--- src/rtl/fp_alu_arbiter_if.sv ---
// Request/response bus between the two requesters, the consumer and fp_alu_arbiter.
// Requester i occupies lane i of each packed request field.
interface fp_alu_arbiter_if;
    logic [1:0]  req_valid;
    logic [1:0]  req_ready;
    logic [63:0] req_op_a;
    logic [63:0] req_op_b;
    logic [3:0]  req_op_code;
    logic [1:0]  req_mode_fp;
    logic        rsp_valid;
    logic        rsp_ready;
    logic        rsp_id;
    logic [31:0] rsp_result;
    logic [4:0]  rsp_flags;

    modport master (
        output req_valid, req_op_a, req_op_b, req_op_code, req_mode_fp,
        input  req_ready,
        input  rsp_valid, rsp_id, rsp_result, rsp_flags,
        output rsp_ready
    );

    modport slave (
        input  req_valid, req_op_a, req_op_b, req_op_code, req_mode_fp,
        output req_ready,
        output rsp_valid, rsp_id, rsp_result, rsp_flags,
        input  rsp_ready
    );
endinterface

--- src/rtl/fp_alu_arbiter.sv ---
// Round-robin arbiter sharing one combinational FP ALU between two requesters,
// holding operands for ALU_LAT cycles and keeping per-requester sticky flags.
module fp_alu_arbiter #(
    parameter int ALU_LAT = 1
) (
    input  logic                  clk,
    input  logic                  rst,
    fp_alu_arbiter_if.slave       bus,
    output logic [31:0]           alu_op_a,
    output logic [31:0]           alu_op_b,
    output logic [1:0]            alu_op_code,
    output logic                  alu_mode_fp,
    output logic                  alu_start,
    input  logic [31:0]           alu_result,
    input  logic [4:0]            alu_flags,
    output logic [9:0]            sticky_flags,
    input  logic [1:0]            sticky_clr,
    output logic                  busy
);

    typedef enum logic [1:0] {IDLE, EXEC, RESP} state_t;

    state_t      state;
    state_t      state_nxt;
    logic        last_grant;
    logic        sel;
    logic        accept;
    logic        cap;
    logic        rsp_hs;
    logic [3:0]  cnt;
    logic [9:0]  sticky_nxt;

    // On a tie the requester not served last wins
    always_comb begin
        sel = 1'b0;
        unique case (bus.req_valid)
            2'b01:   sel = 1'b0;
            2'b10:   sel = 1'b1;
            2'b11:   sel = ~last_grant;
            default: sel = 1'b0;
        endcase
    end

    always_comb begin
        bus.req_ready = 2'b00;
        if (rst && state == IDLE)
            bus.req_ready[sel] = bus.req_valid[sel];
    end

    assign accept = |(bus.req_valid & bus.req_ready);
    assign cap    = (state == EXEC) && (cnt == 4'd1);
    assign rsp_hs = (state == RESP) && bus.rsp_ready;
    assign busy   = (state != IDLE);

    always_ff @(posedge clk or negedge rst) begin
        if (!rst)
            state <= IDLE;
        else
            state <= state_nxt;
    end

    always_comb begin
        state_nxt = state;
        unique case (state)
            IDLE:    if (accept) state_nxt = EXEC;
            EXEC:    if (cap) state_nxt = RESP;
            RESP:    if (rsp_hs) state_nxt = IDLE;
            default: state_nxt = IDLE;
        endcase
    end

    // A clear and a same-cycle set resolve to the new flags only
    always_comb begin
        sticky_nxt = sticky_flags;
        for (int i = 0; i < 2; i++) begin
            if (sticky_clr[i])
                sticky_nxt[5*i +: 5] = 5'b0;
            if (rsp_hs && bus.rsp_id == i[0])
                sticky_nxt[5*i +: 5] = sticky_nxt[5*i +: 5] | bus.rsp_flags;
        end
    end

    always_ff @(posedge clk or negedge rst) begin
        if (!rst) begin
            last_grant     <= 1'b1;
            cnt            <= 4'd0;
            alu_op_a       <= 32'd0;
            alu_op_b       <= 32'd0;
            alu_op_code    <= 2'd0;
            alu_mode_fp    <= 1'b0;
            alu_start      <= 1'b0;
            bus.rsp_valid  <= 1'b0;
            bus.rsp_id     <= 1'b0;
            bus.rsp_result <= 32'd0;
            bus.rsp_flags  <= 5'd0;
            sticky_flags   <= 10'd0;
        end else begin
            alu_start    <= accept;
            sticky_flags <= sticky_nxt;
            if (accept) begin
                last_grant  <= sel;
                cnt         <= ALU_LAT[3:0];
                alu_op_a    <= bus.req_op_a[{sel, 5'd0} +: 32];
                alu_op_b    <= bus.req_op_b[{sel, 5'd0} +: 32];
                alu_op_code <= bus.req_op_code[{sel, 1'b0} +: 2];
                alu_mode_fp <= bus.req_mode_fp[sel];
                bus.rsp_id  <= sel;
            end
            if (state == EXEC)
                cnt <= cnt - 4'd1;
            if (cap) begin
                bus.rsp_valid  <= 1'b1;
                bus.rsp_result <= alu_result;
                bus.rsp_flags  <= alu_flags;
            end else if (rsp_hs) begin
                bus.rsp_valid <= 1'b0;
            end
        end
    end

endmodule

--- src/flat_wrapper.sv ---
// flat-port wrapper written by rule: the top's interface ports become plain ports
module fp_alu_arbiter_flat 
#(
    parameter int ALU_LAT = 1
)
  (clk, rst, alu_op_a, alu_op_b, alu_op_code, alu_mode_fp, alu_start, alu_result, alu_flags, sticky_flags, sticky_clr, busy, bus_req_valid, bus_req_op_a, bus_req_op_b, bus_req_op_code, bus_req_mode_fp, bus_req_ready, bus_rsp_valid, bus_rsp_id, bus_rsp_result, bus_rsp_flags, bus_rsp_ready);
  fp_alu_arbiter_if bus_i ();
  input  logic clk;
  input  logic rst;
  output logic [31:0] alu_op_a;
  output logic [31:0] alu_op_b;
  output logic [1:0] alu_op_code;
  output logic alu_mode_fp;
  output logic alu_start;
  input  logic [31:0] alu_result;
  input  logic [4:0] alu_flags;
  output logic [9:0] sticky_flags;
  input  logic [1:0] sticky_clr;
  output logic busy;
  input wire logic [$bits(bus_i.req_valid)-1:0] bus_req_valid;
  input wire logic [$bits(bus_i.req_op_a)-1:0] bus_req_op_a;
  input wire logic [$bits(bus_i.req_op_b)-1:0] bus_req_op_b;
  input wire logic [$bits(bus_i.req_op_code)-1:0] bus_req_op_code;
  input wire logic [$bits(bus_i.req_mode_fp)-1:0] bus_req_mode_fp;
  output wire logic [$bits(bus_i.req_ready)-1:0] bus_req_ready;
  output wire logic [$bits(bus_i.rsp_valid)-1:0] bus_rsp_valid;
  output wire logic [$bits(bus_i.rsp_id)-1:0] bus_rsp_id;
  output wire logic [$bits(bus_i.rsp_result)-1:0] bus_rsp_result;
  output wire logic [$bits(bus_i.rsp_flags)-1:0] bus_rsp_flags;
  input wire logic [$bits(bus_i.rsp_ready)-1:0] bus_rsp_ready;
  assign bus_i.req_valid = bus_req_valid;
  assign bus_i.req_op_a = bus_req_op_a;
  assign bus_i.req_op_b = bus_req_op_b;
  assign bus_i.req_op_code = bus_req_op_code;
  assign bus_i.req_mode_fp = bus_req_mode_fp;
  assign bus_req_ready = bus_i.req_ready;
  assign bus_rsp_valid = bus_i.rsp_valid;
  assign bus_rsp_id = bus_i.rsp_id;
  assign bus_rsp_result = bus_i.rsp_result;
  assign bus_rsp_flags = bus_i.rsp_flags;
  assign bus_i.rsp_ready = bus_rsp_ready;
  fp_alu_arbiter #(.ALU_LAT(ALU_LAT)) u_core (.clk(clk), .rst(rst), .bus(bus_i), .alu_op_a(alu_op_a), .alu_op_b(alu_op_b), .alu_op_code(alu_op_code), .alu_mode_fp(alu_mode_fp), .alu_start(alu_start), .alu_result(alu_result), .alu_flags(alu_flags), .sticky_flags(sticky_flags), .sticky_clr(sticky_clr), .busy(busy));
endmodule
--- config.mk ---
export PLATFORM = sky130hd
export DESIGN_NAME = fp_alu_arbiter_flat
export DESIGN_NICKNAME = d
export VERILOG_FILES = /design/src/rtl/fp_alu_arbiter_if.sv /design/src/rtl/fp_alu_arbiter.sv /design/src/flat_wrapper.sv
export SDC_FILE = /design/constraint.sdc
export NUM_CORES = 1
export LEC_CHECK = 0
export ABC_AREA = 1
export CAP_MARGIN = 10
export CORE_MARGIN = 2
export CORE_UTILIZATION = 43
export DETAILED_ROUTE_END_ITERATION = 7
export GPL_TIMING_DRIVEN = 0
export MAX_ROUTING_LAYER = met4
export PLACE_DENSITY = 0.88
export SETUP_SLACK_MARGIN = 0.2
export SLEW_MARGIN = 10
export SYNTH_ARGS = -nofsm -noshare
export SYNTH_HDL_FRONTEND = slang
export SYNTH_SLANG_ARGS = --single-unit
--- constraint.sdc ---
create_clock -name clk -period 3 [get_ports clk]
set_input_delay 0.6 -clock clk [delete_from_list [all_inputs] [get_ports clk]]
set_output_delay 0.6 -clock clk [all_outputs]
set_load 0.01 [all_outputs]
* After elaboration in Yosys (flattened, before gate mapping)
Index checks and enable logic that the tools add are counted. Widths: inputs -> output; s select.
Word-level totals: register bits 124, bits in latches 0, RAM bits 0, bits in read-only memories 0, output and inout port bits 120, word-level logic and storage cells 65, memories 0
Cells by class: $add $sub $neg 1, multipliers 0, div/mod/pow operators 0, $lt $le $gt $ge 2, eq/ne operators 8, shift-type cells 3, mux-type cells 20, bitwise logic cells 6, reduce and logical (&&, ||, !) cells 12
Operators by type and width (count):
- $shiftx 64x7->32 | 2
- $mux 5 | 4
- $or 5x5->5 | 2
- $mux 2 | 4
- $mux 4 | 2
- $mux 1 | 7
- $eq 2x2->1 const B | 3
- $logic_and 1x1->1 | 6
- $ne 2x1->1 const B | 3
- $pmux 2 s3 | 1
- $reduce_bool 2->1 | 3
- $and 2x2->2 | 2
- $eq 4x1->1 const B | 1
- $shiftx 4x3->2 | 1
- $sub 4x1->4 const B | 1
- $reduce_and 3->1 | 1
- $eq 2x1->1 const B | 1
- $logic_not 2->1 | 1
- $lt 1x2->1 const B | 1
- $not 1->1 | 2
- $pmux 1 s2 | 1
- $reduce_or 2->1 | 1
- $demux 1 s1 | 1
- $ge 1x1->1 const B | 1

* Depth between registers and ports, before layout
depth in word-level cells 12, gate-level depth with buffers 8

* Worst setup path before layout
Ideal clock, no wire load.
kind input to output, start point input bus_req_valid[1], end point output bus_req_ready[0], data arrival time 1.372 ns, data required time 2.400 ns, slack 1.028 ns, cell stages on the path 6, path buffers 3, path through buf_2 > nand2_1 > buf_4 > buf_4 > inv_1 > nor2_1
On the way: word-level cells in the longest chain between the ends 8
RTL lines:
- start: declaration | line flat_wrapper.sv:20 | input wire logic [$bits(bus_i.req_valid)-1:0] bus_req_valid;
- $eq 2x2->1 | line fp_alu_arbiter.sv:36 | unique case (bus.req_valid)
- $pmux 1 s2 | line fp_alu_arbiter.sv:36
- $lt 1x2->1 (implied by the code) / $ge 1x1->1 (equally long branches) | line fp_alu_arbiter.sv:47 | bus.req_ready[sel] = bus.req_valid[sel];
- $logic_and 1x1->1 (implied by the code) | line fp_alu_arbiter.sv:47
- $mux 1 (implied by the code) | line fp_alu_arbiter.sv:47
- $demux 1 s1
- $and 2x2->2 (no source line) *
- $mux 2 * | line fp_alu_arbiter.sv:46 | if (rst && state == IDLE)
- end: declaration | line flat_wrapper.sv:25 | output wire logic [$bits(bus_i.req_ready)-1:0] bus_req_ready;
Mark *: on every way between the ends. The rest lies on a longest branch, timed or not. The select of a mux whose other input is x is not followed.

* Final worst setup path
start point input rst, end point output bus_req_ready[0]
On the way: word-level cells in the longest chain between the ends 2
RTL lines:
- start: declaration | line flat_wrapper.sv:9 | input logic rst;
- $logic_and 1x1->1 | line fp_alu_arbiter.sv:46
- $mux 2 | line fp_alu_arbiter.sv:46
Every way passes these cells.

==> reports/qor.yml <==
cap_violations: 0
drive_gt1_frac: 0.0673
fmax_mhz: 397
row_count: 42
slew_headroom: 0.600
synth_nets: 951
path_class: "input pin to primary output"
hp-class: "input pin to async pin"
routabilityCongestion: 0.963
dp_slack_ps: -217
drtPass1Iterations: 5
arrival_ps: 1920
grt_max_degree: 52
worstMarginPinSlew_ps: 600
area_delta_synth_final_pct: 67.2
mappedNetlistArea_mm2: 0.00578
cts-root-buf: "clkbuf_16"
drc: 0
rrSetupSlack_ps: 1450
syn_inst: 771
whs_ps: 56.8
wl_mm: 19.7
clk_pin_slew_worst_paths_ps: 50
vias_per_cell: 4.78
ios: 298
period_needed_ps: 2520
p_leak_nw: 4.97
start_util: 0.439
grt_usage: 0.291
crit_required_ps: 2400
synth_edf_count: 0
layoutNonFillerInstCount: 1277
p_total_mw: 8.77
synth_seq_cells: 124
yosysWarnings: 0
rsz0062_at_grt: "no"
grt-ovfl-total: 0
drt_iter0_markers: 404
cts_buffers: 17
grt_first_pass_wirelength_mm: 31.4
async_reset_ff_frac: 1.00
yosys.area.top_type: "dfrtp_1"
synthMostInstantiatedCell: "nand2_1"
antenna_left: 0
cts_tree: "yes"
endpoint_kind: "primary output"
report.final.slew_viol_count: 0
die_area_mm2: 0.0144
syn_area_per_cell_um2: 7.50
finalHoldViolations: 0
wl_per_cell_um: 15.4
clock-sinks: 124
synth_ff_type: "dfrtp_1"
cts_max_level: 4
clockBufferDepth: 2
synth_common_cells: "424 x nand2_1, 123 x dfrtp_1, 74 x nand3_1"
synthTopCellsByArea: "dfrtp_1 53%, nand2_1 28%, nand3_1 6.4%"
die_w_um: 120
nets: 1268
startpoint_type: "input pin"
n_fill_cell: 1000
layout_setup_ws_ps: 478
port_buffers: 296
p_per_area_mw_per_mm2: 907
vdd_drop_max_uv: 512
holdBufCountCts: 0
grt_pass1_vias: 6114
utilization: 0.733
placed_cells: 1244
place_hpwl_mm: 14.6
antenna_found_initial: 1
postCtsSetupBuffers: 0
seqCellArea_mm2: 0.00310
path_max_fanout: 51
final.period_utilization: 0.841
yosysTopAreaCellShare: 0.532
core_mm2: 0.0132
yosysSeqAreaShare: 0.537
worstSkewPairLatency_ps: 410
final.setup_skew_ps: 10.7
setup_violations: 0
multiInputGateArea_mm2: 0.00228
die_h_um: 120
yosysUniqueCellTypes: 20
outcome: "finished, final reports clean"
vias: 6106
## area by class of cell
type / instances / area share
Sequential cell: 124 / 0.321
Timing Repair Buffer: 298 / 0.314
Multi-Input combinational cell: 552 / 0.236
Clock buffer: 24 / 0.0488
Buffer: 45 / 0.0243
Tap cell: 176 / 0.0228
Inverter: 50 / 0.0194
Clock inverter: 7 / 0.0142
Antenna cell: 1 / 0.000259
## per-stage QoR
step	setup TNS [ps]	instance area, µm²
final	0	9670
after global routing	0	9670
after CTS	0	9660
after detailed placement	-224	9000
after global placement	-737810	8970
after floorplan	0	5780
## path summary, 6_finish.rpt
path | startpoint | to | cells after the start
worst max-delay path | rst | bus_req_ready[0] | 6
worst min-delay path | rst | u_core.bus.rsp_result[28] | 1
worst max register to register | u_core.state[1] | u_core.alu_op_a[8] | 6
worst min register to register | u_core.alu_op_a[7] | u_core.alu_op_a[7] | 2
max in group asynchronous | rst | u_core.alu_op_a[17] | 2
min in group clk | u_core.alu_op_a[7] | u_core.alu_op_a[7] | 2
## power by group
group / switching (mW) / internal, mW / leakage [nW]
Combinational: 1.85 / 1.93 / 3.12
Sequential: 0.445 / 2.41 / 1.56
Clock: 0.705 / 1.43 / 0.294
Total: 3.00 / 5.77 / 4.97
## critical path, cell delays in order
cell           delay [ps]
buf_12                250
buf_16                250
nand3_1               120
clkbuf_2              250
nor2_1                130
dlygate4sd2_1         270
## metal layers
layer,share of wire,track usage,up-vias,wire length (µm)
met4,0.024,0.0985,0,467
li1,-,-,3002,-
met3,0.056,0.0741,34,1100
met5,0,-,-,0
met1,0.42,0.358,2861,8290
met2,0.50,0.470,209,9810
## cells in the final DEF, fill, tap and decap left out, drive strengths merged, types with 2 or more instances in the layout
master,Yosys,routed
nand3,75,75
o21ai,39,39
nand2,424,424
nor2,10,10
clkbuf,8,32
ha,2,2
dfrtp,123,123
clkdlybuf4s50,0,292
bufinv,0,4
buf,37,39
clkinv,0,2
dlygate4sd2,0,2
inv,50,50
## registers in the layout, indices dropped and copies added, names as in the netlist
name,flops
u_core.alu_start,1
u_core.sticky_flags,10
u_core.alu_op_a,32
u_core.bus.rsp_result,32
u_core.cnt,4
u_core.bus.rsp_id,1
u_core.bus.rsp_flags,5
u_core.alu_op_code,2
u_core.alu_mode_fp,1
u_core.state,2
u_core.bus.rsp_valid,1
u_core.alu_op_b,32
u_core.last_grant,1
## kinds of logic (layout without fill, tap and decap cells)
logic type      Yosys count  in the layout  synth area share
buf+inv                  95            424            0.0722
other cells               0              1                 0
compound gates           39             39            0.0337
xor+xnor                  1              1           0.00151
fa+ha+maj                 2              2           0.00433
flops                   124            124             0.537
simple gates            510            510             0.352
## what timing repair did
action | CTS | global route
gates cloned | 1 | 0
endpoints found under the setup margin | 2 | 1
gates resized for setup | 8 | 4
Power figures use the tool's default switching activity.
